--- src/rtl/conv1d_obi_regs.sv ---
// rtl/conv1d_obi_regs.sv - OBI register file for the conv1d accelerator
//
// conv1d_obi_pkg : OBI request/response struct types shared with the bus fabric.
// conv1d_obi_regs: OBI responder, one transaction in flight, 1-cycle response.
//   clk_i, rst_ni       clock, asynchronous active-low reset
//   req_i / resp_o      OBI request (req, we, be, addr, wdata) / response (gnt, rvalid, rdata)
//   busy_i, done_i      datapath busy level and 1-cycle completion pulse
//   start_o             1-cycle start pulse to the datapath
//   src_addr_o, dst_addr_o, len_o, ksize_o   configuration registers
//   irq_o               level interrupt, DONE & IRQ_EN

package conv1d_obi_pkg;
    typedef struct packed {
        logic        req;
        logic        we;
        logic [3:0]  be;
        logic [31:0] addr;
        logic [31:0] wdata;
    } obi_req_t;

    typedef struct packed {
        logic        gnt;
        logic        rvalid;
        logic [31:0] rdata;
    } obi_resp_t;
endpackage

module conv1d_obi_regs
    import conv1d_obi_pkg::*;
#(
    parameter logic [31:0] ID_VALUE = 32'hC01D_0001,
    parameter int          LEN_W    = 16,
    parameter int          KS_W     = 4
) (
    input  logic             clk_i,
    input  logic             rst_ni,
    input  obi_req_t         req_i,
    output obi_resp_t        resp_o,
    input  logic             busy_i,
    input  logic             done_i,
    output logic             start_o,
    output logic [31:0]      src_addr_o,
    output logic [31:0]      dst_addr_o,
    output logic [LEN_W-1:0] len_o,
    output logic [KS_W-1:0]  ksize_o,
    output logic             irq_o
);

    localparam logic [2:0] A_CTRL   = 3'd0;
    localparam logic [2:0] A_STATUS = 3'd1;
    localparam logic [2:0] A_SRC    = 3'd2;
    localparam logic [2:0] A_DST    = 3'd3;
    localparam logic [2:0] A_LEN    = 3'd4;
    localparam logic [2:0] A_KSIZE  = 3'd5;
    localparam logic [2:0] A_ID     = 3'd6;

    logic             irq_en_q;
    logic             done_q;
    logic             start_q;
    logic [31:0]      src_q;
    logic [31:0]      dst_q;
    logic [LEN_W-1:0] len_q;
    logic [KS_W-1:0]  ksize_q;
    logic             rvalid_q;
    logic [31:0]      rdata_q;

    logic        accept;
    logic        wr;
    logic [2:0]  sel;
    logic [31:0] lane_mask;
    logic [31:0] len_ext;
    logic [31:0] ksize_ext;
    logic [31:0] len_next;
    logic [31:0] ksize_next;
    logic [31:0] rd_val;
    logic        unused_addr_bits;

    // Base decoding happens in the interconnect; only the word index matters here.
    assign unused_addr_bits = ^{req_i.addr[31:5], req_i.addr[1:0]};

    assign accept = req_i.req;
    assign wr     = accept & req_i.we;
    assign sel    = req_i.addr[4:2];

    assign lane_mask = {{8{req_i.be[3]}}, {8{req_i.be[2]}}, {8{req_i.be[1]}}, {8{req_i.be[0]}}};

    // Narrow registers are widened to 32 bits so the same byte-lane merge applies.
    always_comb begin
        len_ext                = '0;
        len_ext[LEN_W-1:0]     = len_q;
        ksize_ext              = '0;
        ksize_ext[KS_W-1:0]    = ksize_q;
        len_next               = (len_ext & ~lane_mask) | (req_i.wdata & lane_mask);
        ksize_next             = (ksize_ext & ~lane_mask) | (req_i.wdata & lane_mask);
    end

    always_comb begin
        rd_val = '0;
        unique case (sel)
            A_CTRL:   rd_val[1] = irq_en_q;
            A_STATUS: rd_val[1:0] = {done_q, busy_i};
            A_SRC:    rd_val = src_q;
            A_DST:    rd_val = dst_q;
            A_LEN:    rd_val = len_ext;
            A_KSIZE:  rd_val = ksize_ext;
            A_ID:     rd_val = ID_VALUE;
            default:  rd_val = '0;
        endcase
    end

    always_ff @(posedge clk_i or negedge rst_ni) begin
        if (!rst_ni) begin
            irq_en_q <= 1'b0;
            done_q   <= 1'b0;
            start_q  <= 1'b0;
            src_q    <= '0;
            dst_q    <= '0;
            len_q    <= '0;
            ksize_q  <= '0;
            rvalid_q <= 1'b0;
            rdata_q  <= '0;
        end else begin
            rvalid_q <= accept;
            rdata_q  <= (accept && !req_i.we) ? rd_val : 32'h0;

            // A START seen while the datapath is busy is simply dropped.
            start_q  <= wr && (sel == A_CTRL) && req_i.be[0] && req_i.wdata[0] && !busy_i;

            if (wr && (sel == A_CTRL) && req_i.be[0]) begin
                irq_en_q <= req_i.wdata[1];
            end

            // Set has priority over a same-cycle clear so no completion is lost.
            if (done_i) begin
                done_q <= 1'b1;
            end else if (wr && (sel == A_STATUS) && req_i.be[0] && req_i.wdata[1]) begin
                done_q <= 1'b0;
            end

            if (wr && (sel == A_SRC)) begin
                src_q <= (src_q & ~lane_mask) | (req_i.wdata & lane_mask);
            end
            if (wr && (sel == A_DST)) begin
                dst_q <= (dst_q & ~lane_mask) | (req_i.wdata & lane_mask);
            end
            if (wr && (sel == A_LEN)) begin
                len_q <= len_next[LEN_W-1:0];
            end
            if (wr && (sel == A_KSIZE)) begin
                ksize_q <= ksize_next[KS_W-1:0];
            end
        end
    end

    assign resp_o.gnt    = req_i.req;
    assign resp_o.rvalid = rvalid_q;
    assign resp_o.rdata  = rdata_q;

    assign start_o    = start_q;
    assign src_addr_o = src_q;
    assign dst_addr_o = dst_q;
    assign len_o      = len_q;
    assign ksize_o    = ksize_q;
    assign irq_o      = done_q & irq_en_q;

endmodule

--- config.mk ---
export PLATFORM = sky130hd
export DESIGN_NAME = conv1d_obi_regs
export DESIGN_NICKNAME = d
export VERILOG_FILES = /design/src/rtl/conv1d_obi_regs.sv
export SDC_FILE = /design/constraint.sdc
export NUM_CORES = 1
export LEC_CHECK = 0
export ABC_CLOCK_PERIOD_IN_PS = 1400
export CELL_PAD_IN_SITES_DETAIL_PLACEMENT = 1
export CELL_PAD_IN_SITES_GLOBAL_PLACEMENT = 1
export CORE_ASPECT_RATIO = 0.7
export CORE_MARGIN = 2
export CORE_UTILIZATION = 35
export CTS_BUF_LIST = sky130_fd_sc_hd__clkbuf_4
export DETAILED_ROUTE_END_ITERATION = 8
export GPL_TIMING_DRIVEN = 1
export PLACE_DENSITY_LB_ADDON = 0.1
export SLEW_MARGIN = 25
export SYNTH_ARGS = -nofsm -noshare
export SYNTH_HDL_FRONTEND = slang
export SYNTH_SLANG_ARGS = --single-unit
--- constraint.sdc ---
create_clock -name clk_i -period 1.4 [get_ports clk_i]
set_clock_uncertainty 0.05 [all_clocks]
set_input_delay 0.35 -clock clk_i [delete_from_list [all_inputs] [get_ports clk_i]]
set_output_delay 0.35 -clock clk_i [all_outputs]
set_load 0.03 [all_outputs]
# Word-level counts from Yosys, hierarchy flattened
# Cells that the tools add are included.
[totals]
n_memories = 0
ramBits = 0
output_inout_bits = 120
ff_bits = 120
latch_bits = 0
mem_bits_ro = 0
[op_classes]
shift = 0
multipliers = 0
n_div = 0
bitwise = 12
mux = 6
add_sub_neg = 0
n_eq_ne = 6
order_cmp = 0
reduce_logical = 16
[ops]
columns = ["operator", "n"]
rows = [
  ["$pmux 30 s5", 1],
  ["$and 32x32->32", 3],
  ["$or 32x32->32", 2],
  ["$mux 32", 1],
  ["$not 32->32", 1],
  ["$and 16x16->16", 1],
  ["$or 16x16->16", 1],
  ["$logic_and 1x1->1", 12],
  ["$pmux 1 s6", 2],
  ["$eq 3x3->1 const B", 3],
  ["$eq 3x2->1 const B", 2],
  ["$and 4x4->4", 1],
  ["$or 4x4->4", 1],
  ["$eq 3x1->1 const B", 1],
  ["$logic_not 3->1", 1],
  ["$and 1x1->1", 2],
  ["$logic_not 1->1", 2],
  ["$mux 1", 2],
  ["$reduce_bool 2->1", 1],
]

# Logic depth before layout (Yosys ltp)
[depth]
ltp_word = 6
depth_mapped = 5
mapped_depth_nobuf = 3

# Worst setup path after synthesis
# OpenSTA, ideal clock, no wires.
[synth_path]
kind = "input port to flip-flop"
start = "in req_i[35] (netlist bit)"
end = "reg with a tool-made name"
path_stages = 4
required_time_ns = 1.225
setup_time_ns = 0.125
path_buffers = 2
slack_ns = -0.205
arrival_ns = 1.430
cell_sequence = "clkbuf_2 clkbuf_8 nor3_2 mux2_2"
[synth_lines]
columns = ["element", "line_no", "source"]
rows = [
  ["start: declaration", "37", "input obi_req_t req_i,"],
]

# Worst setup path in the final report
[layout_path]
start = "reg irq_en_q"
end = "out irq_o"
[layout_between]
elab_chain_cells = 1
[layout_rtl]
columns = ["element", "line_no", "source"]
rows = [
  ["start: declaration", "57", "logic irq_en_q;"],
  ["start signal: assignment", "130", "irq_en_q <= req_i.wdata[1];"],
  ["$and 1x1->1", "164", "assign irq_o = done_q & irq_en_q;"],
  ["end: declaration", "46", "output logic irq_o"],
]
# Every way passes these cells.

==> impl_metrics.json <==
{
  "power_frac_comb_pct": 39.5,
  "hpwlAfterDp_mm": 11.0,
  "drive_above_1_share_pct": 58.5,
  "syn2layout_area_growth_pct": 74.6,
  "report.final.slew_viol_count": 0,
  "status": "complete, but fails checks",
  "swShare_pct": 35.4,
  "clock.fmax_mhz": 617,
  "clockBufferDepth": 2,
  "cp-end-kind": "output pin",
  "syn_area_per_cell_sq_um": 13.7,
  "die_area_sq_um": 15200,
  "num_io_pins": 194,
  "grt_pass1_vias": 4779,
  "syn_nets": 437,
  "wl_per_cell_um": 19.6,
  "core_sq_um": 13900,
  "drt_first_pass_iters": 4,
  "layout.nets": 748,
  "synth_edf_count": 0,
  "cp_top_family": "flip-flops",
  "p_seq_share_pct": 39.2,
  "power_switching_uw": 3990,
  "yosys_warnings": 0,
  "rsz0062_at_grt": "true",
  "synth_cell_types": 35,
  "setup_viol": 119,
  "fp.dieW_um": 147,
  "seqCellArea_sq_um": 3000,
  "remaining_drc_errors": 0,
  "cts.htree.levels": 4,
  "p_leak_uw": 0.00416,
  "place_inst": 745,
  "clock_latency_ns": 0.53,
  "grt_use_total_pct": 22.4,
  "grt_max_degree": 36,
  "antenna_left": 0,
  "slew_headroom_pct": 76.2,
  "numCtsBuffers": 17,
  "place_congestion": 0.808,
  "min_path_type": "in2async",
  "cp.required_ns": 1.00,
  "portBuffers": 164,
  "multi_input_comb_area_sq_um": 2080,
  "violations": "setup timing",
  "gr-total-overflow": 0,
  "drtIter0Drc": 167,
  "fin_crit_sh_pct": 116,
  "drv_cap": 0,
  "start_util_pct": 35.8,
  "worst_pin_slew_ns": 0.357,
  "fill_cells": 1360,
  "critical_path_buf_inv_count": 1,
  "synthFlopType": "dfrtp_1",
  "place_ws_ns": -0.810,
  "synth_seq_cells": 120,
  "period_needed_ns": 1.62,
  "yosys.area.top_type": "dfrtp_1",
  "antennaDiodeCount": 0,
  "crit_fanout": 2,
  "path_cells": "and2_4 > buf_6",
  "cts_sinks": 120,
  "yosysTopAreaCellShare_pct": 60.3,
  "p_per_area_nw_per_um2": 1290,
  "drt_wl_total_mm": 17.2,
  "antenna_found_initial": 1,
  "final_cells": 877,
  "syn-cell-area_sq_um": 4980,
  "vdd_drop_max_v": 0.000710,
  "layout_setup_ws_ns": -0.221,
  "critPathSlowestCell": "dfrtp_1",
  "slowest_delay_ns": 0.42,
  "die_h_um": 104,
  "synthCells": 363,
  "cts_tree": "done",
  "internal-power_uw": 7270,
  "grt_pass1_wl_mm": 26.4,
  "cts_root_buf": "clkbuf_4",
  "path_clk_slew_ns": 0.13,
  "clkPwrFrac_pct": 21.3,
  "critPathKind": "reg2out",
  "arrival_ns": 1.22,
  "synth.area.top_cells": "dfrtp_1 (60%), mux2_2 (19%), mux2i_1 (2.4%)",
  "vias": 4275,
  "async_flop_share_pct": 100,
  "worstSetupStartpointType": "register",
  "synth_seq_area_share_pct": 60.3,
  "hold_viol": 0,
  "row_count": 36,
  "avgViaCountPerCell": 4.87
}
-- layer usage --
layer | up-vias | share of wire [%] | GRT usage [%]
met5 | - | 0.099 | 0
li1 | 1929 | - | -
met4 | 2 | 1.0 | 6.87
met2 | 113 | 51 | 38.3
met1 | 2211 | 44 | 28.3
met3 | 20 | 4.2 | 5.15
-- cell families after synthesis --
family	share of synthesized area, %
AO/OA/AOI/OAI	5.98
buffers and inverters	1.96
flip-flops	60.3
multiplexers	22.1
AND/OR/NAND/NOR	9.74
-- cell usage after synthesis (2+ instances only) --
cell type    n
a211oi_1     8
a21oi_1     13
a221oi_1     2
a22oi_1      2
a32oi_1     12
and2b_1      3
and3_1       2
and3b_1      2
buf_2        6
buf_4        3
clkbuf_1     7
dfrtp_1    120
mux2_2      85
mux2i_1     12
nand2_1     18
nand2b_1     8
nand3b_1     2
nand4b_1     4
nor2_1      11
nor2_2       6
nor2_4       2
nor2b_1     13
nor3_1       7
o21ai_0      4
-- final timing paths --
path	to	slack, ns	cells after the start	startpoint
worst max-delay path	irq_o	-0.22	2	irq_en_q
worst min-delay path	rdata_q[10]	0.21	2	rst_ni
worst max register to register	rdata_q[1]	0.06	4	register
worst min register to register	register	0.52	1	register
max in group asynchronous	rdata_q[3]	0.56	3	rst_ni
min in group clk_i	rvalid_q	0.23	2	req_i[69]
-- placed cells by master, fill, tap and decap left out, drive strengths merged, types with 2 or more instances in the layout --
master / count
buf: 268
dfrtp: 120
mux2: 85
clkdlybuf4s50: 37
nor2: 19
nand2: 18
clkbuf: 17
a21oi: 13
nor2b: 13
mux2i: 12
a32oi: 12
nand2b: 8
nor3: 8
a211oi: 8
inv: 6
clkinv: 6
nand4b: 4
o21ai: 4
and2b: 3
and3b: 2
a22oi: 2
nand3b: 2
and3: 2
clkinvlp: 2
dlymetal6s2s: 2
nor3b: 2
a221oi: 2
-- layout make-up --
type / count / share of cell area, %
clock buffer: 17 / 1.47
clock inverter: 15 / 1.60
multi-input combinational: 225 / 23.9
sequential: 120 / 34.5
tap: 190 / 2.73
timing repair buffer: 310 / 35.8
-- what timing repair did --
item                                    in CTS  in global routing
pin swaps                                    3                  2
hold buffers                                 1                  0
gates resized for setup                    234                 12
endpoints found under the setup margin     212                170
hold endpoints to repair                   120                  0
buffers inserted                            76                 23
-- power groups by stage --
| stage | sequential, uW | combinational [uW] | clock, uW |
|---|---|---|---|
| 2_1_floorplan | 5350 | 829 | 0 |
| 3_3_place_gp | 4460 | 3120 | 0 |
| 3_5_place_dp | 4490 | 3180 | 0 |
| 4_1_cts | 4400 | 4210 | 2460 |
| 5_1_grt | 4470 | 4660 | 2610 |
| 6_report | 4420 | 4440 | 2400 |
-- worst register-to-register path, stage by stage, from the launching register on --
cell,delay (ns)
dfrtp_1,0.42
buf_4,0.15
mux4_2,0.45
nand2_1,0.07
o21ai_0,0.08
-- metrics by stage --
stage | TNS, ns | power [uW] | hold slack, ns | util [%] | cell area [sq um]
2_1_floorplan | -7.51 | 6180 | 0.00441 | - | 5180
3_3_place_gp | -77.14 | 7580 | 0.230 | 52.1 | 7250
3_5_place_dp | -80.29 | 7670 | 0.235 | 52.1 | 7250
4_1_cts | -17.06 | 11100 | 0.159 | 61.0 | 8490
5_1_grt | -18.47 | 11700 | 0.193 | 62.5 | 8700
6_report | -10.58 | 11300 | 0.208 | 62.5 | 8700
Power figures use the tool's default switching activity.
